File: src/rtl/irq_pkg.sv
// irq_pkg: shared encodings for the interrupt controller.
// FSM states, cause codes, default ISR vectors and the priority picker.
package irq_pkg;

  typedef enum logic [1:0] {
    ST_IDLE    = 2'd0,
    ST_REQ     = 2'd1,
    ST_SERVICE = 2'd2
  } irq_state_e;

  localparam logic [1:0] CAUSE_NONE  = 2'b00;
  localparam logic [1:0] CAUSE_TIMER = 2'b01;
  localparam logic [1:0] CAUSE_KEY   = 2'b10;

  localparam logic [31:0] VEC_TIMER_DEF = 32'd9636;
  localparam logic [31:0] VEC_KEY_DEF   = 32'd9700;

  // Timer outranks keyboard.
  function automatic logic [1:0] pick_cause(
    input logic [1:0] act
  );
    logic [1:0] c;
    c = CAUSE_NONE;
    if (act[0]) begin
      c = CAUSE_TIMER;
    end else if (act[1]) begin
      c = CAUSE_KEY;
    end
    return c;
  endfunction

endpackage

File: src/rtl/irq_timer.sv
// irq_timer: free-running tick divider, counts 0..DIV-1 while enabled.
// tc is high during the cycle the counter sits at DIV-1 with en=1.
module irq_timer #(
  parameter int unsigned DIV = 33554432
) (
  input  logic clock,
  input  logic reset,
  input  logic en,
  output logic tc
);

  localparam int unsigned W = (DIV > 1) ? $clog2(DIV) : 1;
  localparam logic [W-1:0] LAST = W'(DIV - 1);

  logic [W-1:0] cnt_q;
  logic [W-1:0] cnt_d;

  assign tc = en && (cnt_q == LAST);

  always_comb begin
    cnt_d = cnt_q;
    if (en) begin
      cnt_d = tc ? '0 : cnt_q + W'(1);
    end
  end

  always_ff @(posedge clock) begin
    if (reset) begin
      cnt_q <= '0;
    end else begin
      cnt_q <= cnt_d;
    end
  end

endmodule

File: src/rtl/irq_controller.sv
// irq_controller: timer/keyboard interrupt arbiter with IDLE/REQ/SERVICE flow.
// Define KEYBOARD_IRQ_EN to include the keyboard source.
module irq_controller
  import irq_pkg::*;
#(
  parameter int unsigned TIMER_DIV = 33554432,
  parameter logic [31:0] VEC_TIMER = VEC_TIMER_DEF,
  parameter logic [31:0] VEC_KEY   = VEC_KEY_DEF
) (
  input  logic        clock,
  input  logic        reset,
  input  logic [31:0] pc,
  input  logic        irq_ack,
  input  logic        eoi,
  input  logic        timer_en,
  input  logic [1:0]  mask,
  input  logic        key_sample,
  output logic        irq_req,
  output logic [31:0] irq_vector,
  output logic [31:0] saved_pc,
  output logic [1:0]  irq_cause,
  output logic        in_service
);

  irq_state_e  state_q;
  irq_state_e  state_d;
  logic [1:0]  pend_q;
  logic [1:0]  pend_d;
  logic [1:0]  pend_set;
  logic [1:0]  pend_clr;
  logic [1:0]  pend_act;
  logic [1:0]  mask_eff;
  logic [1:0]  cause_q;
  logic [1:0]  cause_d;
  logic [1:0]  next_cause;
  logic [31:0] vec_q;
  logic [31:0] vec_d;
  logic [31:0] spc_q;
  logic [31:0] spc_d;
  logic        tick;
  logic        key_evt;

  irq_timer #(
    .DIV(TIMER_DIV)
  ) u_timer (
    .clock(clock),
    .reset(reset),
    .en   (timer_en),
    .tc   (tick)
  );

`ifdef KEYBOARD_IRQ_EN
  logic [2:0] ksync_q;

  always_ff @(posedge clock) begin
    if (reset) begin
      ksync_q <= '0;
    end else begin
      ksync_q <= {ksync_q[1:0], key_sample};
    end
  end

  // ksync_q[1] is the synchroniser output, ksync_q[2] its last value
  assign key_evt  = ksync_q[2] ^ ksync_q[1];
  assign mask_eff = mask;
`else
  logic unused_key;

  assign unused_key = key_sample ^ mask[1];
  assign key_evt    = 1'b0;
  assign mask_eff   = {1'b1, mask[0]};
`endif

  assign pend_set   = {key_evt, tick};
  assign pend_act   = pend_q & ~mask_eff;
  assign next_cause = pick_cause(pend_act);

  // Cause codes are one-hot over the pending bits they serve.
  always_comb begin
    pend_clr = '0;
    if (state_q == ST_REQ && irq_ack) begin
      pend_clr = cause_q;
    end
    pend_d = (pend_q & ~pend_clr) | pend_set;
  end

  always_comb begin
    state_d = state_q;
    cause_d = cause_q;
    vec_d   = vec_q;
    spc_d   = spc_q;
    unique case (state_q)
      ST_IDLE: begin
        if (|pend_act) begin
          state_d = ST_REQ;
          cause_d = next_cause;
          vec_d   = (next_cause == CAUSE_TIMER) ? VEC_TIMER : VEC_KEY;
        end
      end
      ST_REQ: begin
        if (irq_ack) begin
          state_d = ST_SERVICE;
          spc_d   = pc;
        end
      end
      ST_SERVICE: begin
        if (eoi) begin
          state_d = ST_IDLE;
          cause_d = CAUSE_NONE;
        end
      end
      default: begin
        state_d = ST_IDLE;
        cause_d = CAUSE_NONE;
      end
    endcase
  end

  always_ff @(posedge clock) begin
    if (reset) begin
      state_q <= ST_IDLE;
      pend_q  <= '0;
      cause_q <= CAUSE_NONE;
      vec_q   <= '0;
      spc_q   <= '0;
    end else begin
      state_q <= state_d;
      pend_q  <= pend_d;
      cause_q <= cause_d;
      vec_q   <= vec_d;
      spc_q   <= spc_d;
    end
  end

  assign irq_req    = (state_q == ST_REQ);
  assign in_service = (state_q == ST_SERVICE);
  assign irq_cause  = cause_q;
  assign irq_vector = vec_q;
  assign saved_pc   = spc_q;

endmodule

File: config.mk
export PLATFORM = sky130hd
export DESIGN_NAME = irq_controller
export DESIGN_NICKNAME = d
export VERILOG_FILES = /design/src/rtl/irq_pkg.sv /design/src/rtl/irq_timer.sv /design/src/rtl/irq_controller.sv
export SDC_FILE = /design/constraint.sdc
export NUM_CORES = 1
export LEC_CHECK = 0
export ABC_AREA = 1
export BUFFER_PORTS_ARGS = -buffer_cell sky130_fd_sc_hd__buf_4
export CAP_MARGIN = 0
export CORE_UTILIZATION = 53
export CTS_CLUSTER_SIZE = 12
export DETAILED_ROUTE_END_ITERATION = 6
export GPL_TIMING_DRIVEN = 0
export HOLD_SLACK_MARGIN = 0.05
export PLACE_DENSITY = 0.9
export SETUP_SLACK_MARGIN = 0.4
export SLEW_MARGIN = 15
export SYNTH_ARGS = -nofsm -noshare
export SYNTH_HDL_FRONTEND = slang
export SYNTH_SLANG_ARGS = --single-unit
File: constraint.sdc
create_clock -name clock -period 2.8 [get_ports clock]
set_input_delay 0.14 -clock clock [delete_from_list [all_inputs] [get_ports clock]]
set_output_delay 0.14 -clock clock [all_outputs]
set_load 0.02 [all_outputs]
# Word level (Yosys, flattened, before mapping)
# Index checks and enable logic that the tools add are counted.
# W data, S select, Z words.
[word_totals]
input_bits = 40
out_inout_bits = 68
wordCells = 39
regBits = 95
[classes]
n_eq_ne = 7
muxes = 11
n_reduce_logical = 8
add_sub_neg = 1
n_bitwise = 6
[ops]
columns = ["op", "n"]
rows = [
  ["$add A25 B1 Y25 const B", 1],
  ["$eq A25 B25 Y1 const B", 1],
  ["$mux W25", 1],
  ["$mux W2", 7],
  ["$pmux W2 S3", 2],
  ["$mux W7", 1],
  ["$ne A2 B2 Y1 const B", 3],
  ["$reduce_and A3 Y1", 2],
  ["$and A2 B2 Y2", 2],
  ["$eq A2 B1 Y1 const B", 2],
  ["$not A2 Y2", 2],
  ["$reduce_and A2 Y1", 2],
  ["$eq A2 B2 Y1 const B", 1],
  ["$logic_and A1 B1 Y1", 2],
  ["$logic_not A2 Y1", 1],
  ["$or A2 B1 Y2", 1],
  ["$reduce_or A2 Y1", 1],
  ["$not A1 Y1", 1],
]

# Depth between registers and ports, before layout
[depth]
depth_word = 6
depth_mapped = 8
ltp_nobuf = 8

# Cells and area by module
# From an unflattened synthesis, not the netlist that was laid out.
[unflattened]
hier_cells = 406
hier_area_um2 = 3407.0
[modules_own_cells]
columns = ["mod", "area_per_inst_um2", "n_inst", "cells_each", "seq_area_each_um2"]
rows = [
  ["irq_controller", 2028.2, 1, 206, 760.7],
  ["irq_timer", 1378.8, 1, 200, 500.5],
]

# Worst setup path before layout
# OpenSTA, ideal clock, no wires.
[synth_timing]
kind = "register -> register"
start = "reg u_timer.cnt_q[0]"
end = "reg u_timer.cnt_q[1]"
synth_period_minus_slack_ps = 1409
t_arrival_ps = 1293
required_time_ps = 2683
slack_ps = 1391
path_stages_with_launch = 9
path_buffers = 0
setup_time_ps = 117
path_cell_list = "dfxtp_1 -> ha_1 -> nand2_1 -> nor2_1 -> nand3_4 -> nor2_8 -> nand2_4 -> nand2_8 -> o21ai_2"
[synth_between]
elab_chain_len = 3
elab_cells_between_ends = 4
classes_between = "1 x add/sub; 1 x eq/ne; 1 x mux; 1 x reduce/logical"
[synth_lines]
columns = ["item", "line_no", "source"]
rows = [
  ["start: declaration", "irq_timer.sv:15", "logic [W-1:0] cnt_q;"],
  ["start signal: assignment", "irq_timer.sv:31", "cnt_q <= cnt_d;"],
  ["parallel branches: the longest is 2 deep, another holds $add A25 B1 Y25", "--", ""],
  ["$mux W25 (*)", "irq_timer.sv:23", "cnt_d = tc ? '0 : cnt_q + W'(1);"],
]
# Every way passes the cells marked *.
# A chain may end at the register's enable or synchronous reset.

# Final worst setup path
[layout_timing]
start = "reg u_timer.cnt_q[0]"
end = "reg u_timer.cnt_q[22]"
# The elaborated chain is that of the path after synthesis.

==> run_results.csv <==
group,metric,value,unit
status,outcome,"finished clean",
finish,final_common_cell,"buf_4",
synthesis,synth-simple-area-share,32.78,%
finish,nets,537,
synthesis,syn_inst,382,
pwr,power.total,0.001925,W
finish,drive_gt1_share,31.14,%
critical_path,cp-start-kind,"flip-flop",
grt,grt_max_degree,13,
critical_path,cp_max_fo,4,
critical_path,ff2ff_setup_slack,1.14,ns
clock_network,cts_tree,"done",
synthesis,synthAdderAreaFrac,0.4246,%
routing,firstDrtPassIters,5,
pwr,power_frac_clock,45.8,%
sta,fin_crit,1.662,ns
critical_path,worst-r2r-cell-count,8,
clock_network,cts.clk_slew.worst_paths,0.08,ns
synthesis,synth.area.mux_share,0,%
clock_network,clock_path_buffers,2,
routing,wirelength,7164,um
synthesis,yosys.cell_types.count,35,
placed_design,gp_congestion,0.8362,
pwr,netSwitchingFraction,23.67,%
pwr,cell_internal_pwr,0.001470,W
synthesis,yosys_warnings,0,
finish,final_area,0.003935,mm2
placed_design,port_buffers,78,
routing,drc,0,
synthesis,synth_area_leaders,"dfxtp_1 43%, nand2_1 8.9%, nand3_1 8.0%",
pwr,p_sw,0.0004558,W
finish,final_cell_mix,"109 x buf_4, 70 x nand2_1, 63 x dfxtp_1, 47 x nand3_1, 41 x a21oi_1",
critical_path,path_class,"flip-flop to flip-flop",
clock_network,numCtsBuffers,9,
pwr,leakagePower,1.699,nW
routing,drt_iter0_markers,151,
finish,syn_to_final_growth,33.55,%
hold_path,holdPathStages,3,
hold_path,min_delay_worst_endpoint,"saved_pc[23]$_SDFFE_PP0N_",
synthesis,yosys.area.top_type,"dfxtp_1",
clock_network,cts_setup_buffers,0,
clock_network,hold_buffers,0,
grt,grt_pass1_wl,11830,um
sta,finalCritPeriodShare,59.36,%
critical_path,r2r_start,"u_timer.cnt_q[0]$_SDFFE_PP0P_",
sta,fmax,601.7,MHz
floorplan,die_x,76.56,um
synthesis,synth.cell_area,0.002947,mm2
placed_design,dp_hpwl,5083,um
grt,overflow,0,
placed_design,place_area,0.003714,mm2
floorplan,die-area,0.005861,mm2
synthesis,synth_compound_area_share,8.917,%
sta,hold_viol,0,
synthesis,synth_top_family_by_area,"simple AND/OR/NAND/NOR gates",
routing,vias,2825,
synthesis,yosysTopAreaCellShare,42.80,%
grt,antenna_found_initial,0,
finish,layout.cells.non_filler,571,
hold_path,holdCritStartpoint,"pc[23]",
placed_design,placed_cells,555,
synthesis,seq_area_frac_synth,42.80,%
routing,ant_nets,0,
floorplan,initial_core_util,56.26,%
sta,report.final.slew_viol_count,0,
run,cap_violations,0,
clock_network,clock_latency,0.34,ns
critical_path,crit_arrival,1.89,ns
floorplan,io_pins,108,
grt,grt_pass1_vias,2693,
clock_network,cts.root.buffer_cell,"clkbuf_8",
pwr,vdd_drop_max,0.0004532,V
floorplan,fp-row-count,26,
floorplan,core_area,0.005238,mm2
routing,routedWlPerCell,12.55,um
synthesis,synth-xor-area-share,2.675,%
sta,fin_skew,0.008251,ns
finish,diodes,0,
routing,routed_via_density,4.947,
sta,final.setup.tns,0,ns
pwr,p_comb_share,7.4,%
critical_path,crit_required,3.03,ns
grt,track_usage,25.60,%
critical_path,r2r-end,"u_timer.cnt_q[22]$_SDFFE_PP0P_",
synthesis,syn_avg_cell_area,7.714,um2
clock_network,h-tree-depth,3,
hold_path,hp-class,"primary input to flip-flop",
finish,nFillCells,390,
pwr,p_seq_share,46.7,%
pwr,p_per_area,489.3,mW/mm2
sta,whs,0.06675,ns
floorplan,chipHeight,76.56,um
critical_path,cp-end-kind,"flip-flop",
clock_network,cts.repair.resized,0,
sta,grt_setup_unrepaired,"no",
sta,setup_viol,0,
clock_network,clock-sinks,63,
synthesis,yosys_register_bits,63,
==> final cells by class <==
| class | instances | area (um2) | share of cell area, % |
|---|---|---|---|
| Buffer | 46 | 290.3 | 7.377 |
| Clock buffer | 10 | 127.6 | 3.243 |
| Clock inverter | 6 | 93.84 | 2.385 |
| Inverter | 19 | 71.32 | 1.812 |
| Multi-Input combinational cell | 279 | 1418 | 36.03 |
| Sequential cell | 63 | 1261 | 32.05 |
| Tap cell | 70 | 87.58 | 2.226 |
| Timing Repair Buffer | 78 | 585.6 | 14.88 |
==> Yosys cell counts <==
library cell / number
nand4_1: 4
xnor2_1: 4
inv_2: 2
ha_1: 1
conb_1: 1
buf_2: 1
nand2_4: 1
nor2_1: 39
and2_1: 1
inv_1: 16
nand2_1: 70
xor2_1: 5
dfxtp_1: 63
nor2_8: 2
clkbuf_1: 13
nor3_4: 1
nand3b_1: 1
clkinv_1: 1
nand3_4: 1
nor3_1: 3
buf_4: 31
nor3b_1: 1
nor3_2: 1
o21ai_0: 3
o21ai_2: 1
nand2_8: 1
nand2_2: 7
a21oi_1: 41
a21oi_2: 1
a31oi_1: 3
o22ai_1: 1
nor2_4: 4
nor2_2: 9
nand3_1: 47
buf_1: 1
==> cells by family (layout without fill, tap and decap cells) <==
kind of cell / Yosys count / count (layout)
AOI/OAI and AO/OA: 50 / 50
xor gates and xnor gates: 9 / 9
adders and majority gates: 1 / 1
buffers and inverters: 65 / 159
DFF: 63 / 63
other: 1 / 26
and+or+nand+nor: 193 / 193
==> registers in the layout, summed over array words and instances, names as in the netlist <==
name,count
irq_cause,1
state_q,2
pend_q,1
irq_vector,2
u_timer.cnt_q,25
saved_pc,32
==> how the worst max path moves through the flow <==
stage / to / slack [ns] / depth (start not counted) / start
4_1_cts: u_timer.cnt_q[22]$_SDFFE_PP0P_ / 1.16 / 8 / u_timer.cnt_q[0]$_SDFFE_PP0P_
2_1_floorplan: u_timer.cnt_q[1]$_SDFFE_PP0P_ / 1.39 / 8 / u_timer.cnt_q[0]$_SDFFE_PP0P_
3_3_place_gp: u_timer.cnt_q[1]$_SDFFE_PP0P_ / 1.26 / 8 / u_timer.cnt_q[0]$_SDFFE_PP0P_
5_1_grt: u_timer.cnt_q[22]$_SDFFE_PP0P_ / 1.03 / 8 / u_timer.cnt_q[0]$_SDFFE_PP0P_
6_report: u_timer.cnt_q[22]$_SDFFE_PP0P_ / 1.14 / 8 / u_timer.cnt_q[0]$_SDFFE_PP0P_
3_5_place_dp: u_timer.cnt_q[11]$_SDFFE_PP0P_ / 1.22 / 8 / u_timer.cnt_q[0]$_SDFFE_PP0P_
==> power groups by stage <==
stage	logic, W	clock network, W	registers [W]
after floorplan	0.0000894	0	0.000920
after detailed placement	0.000140	0	0.000920
after global placement	0.000139	0	0.000920
after global routing	0.000153	0.000922	0.000900
final	0.000143	0.000882	0.000900
after CTS	0.000142	0.000888	0.000900
==> worst max-delay path, cell delays in order, from the launching register on <==
cell     delay (ns)
dfxtp_1        0.39
ha_1           0.24
nand2_1        0.07
nor2_1         0.18
nand3_4        0.14
nor2_1         0.23
nand3_1        0.13
nand3_1        0.11
nor2_1         0.07
==> metal layers <==
layer | GRT usage [%] | wire (um)
met1 | 26.74 | 2758
met4 | 10.58 | 211
met3 | 11.38 | 599
met5 | 0 | 0
met2 | 44.50 | 3595
==> per-stage QoR <==
step           setup slack (ns)  util (%)
6_report                  1.138     75.13
5_1_grt                   1.028     75.13
4_1_cts                   1.159     75.13
3_5_place_dp              1.216     70.90
3_3_place_gp              1.261     70.90
2_1_floorplan             1.391         -
No activity file was read; power rests on OpenSTA's default activity.
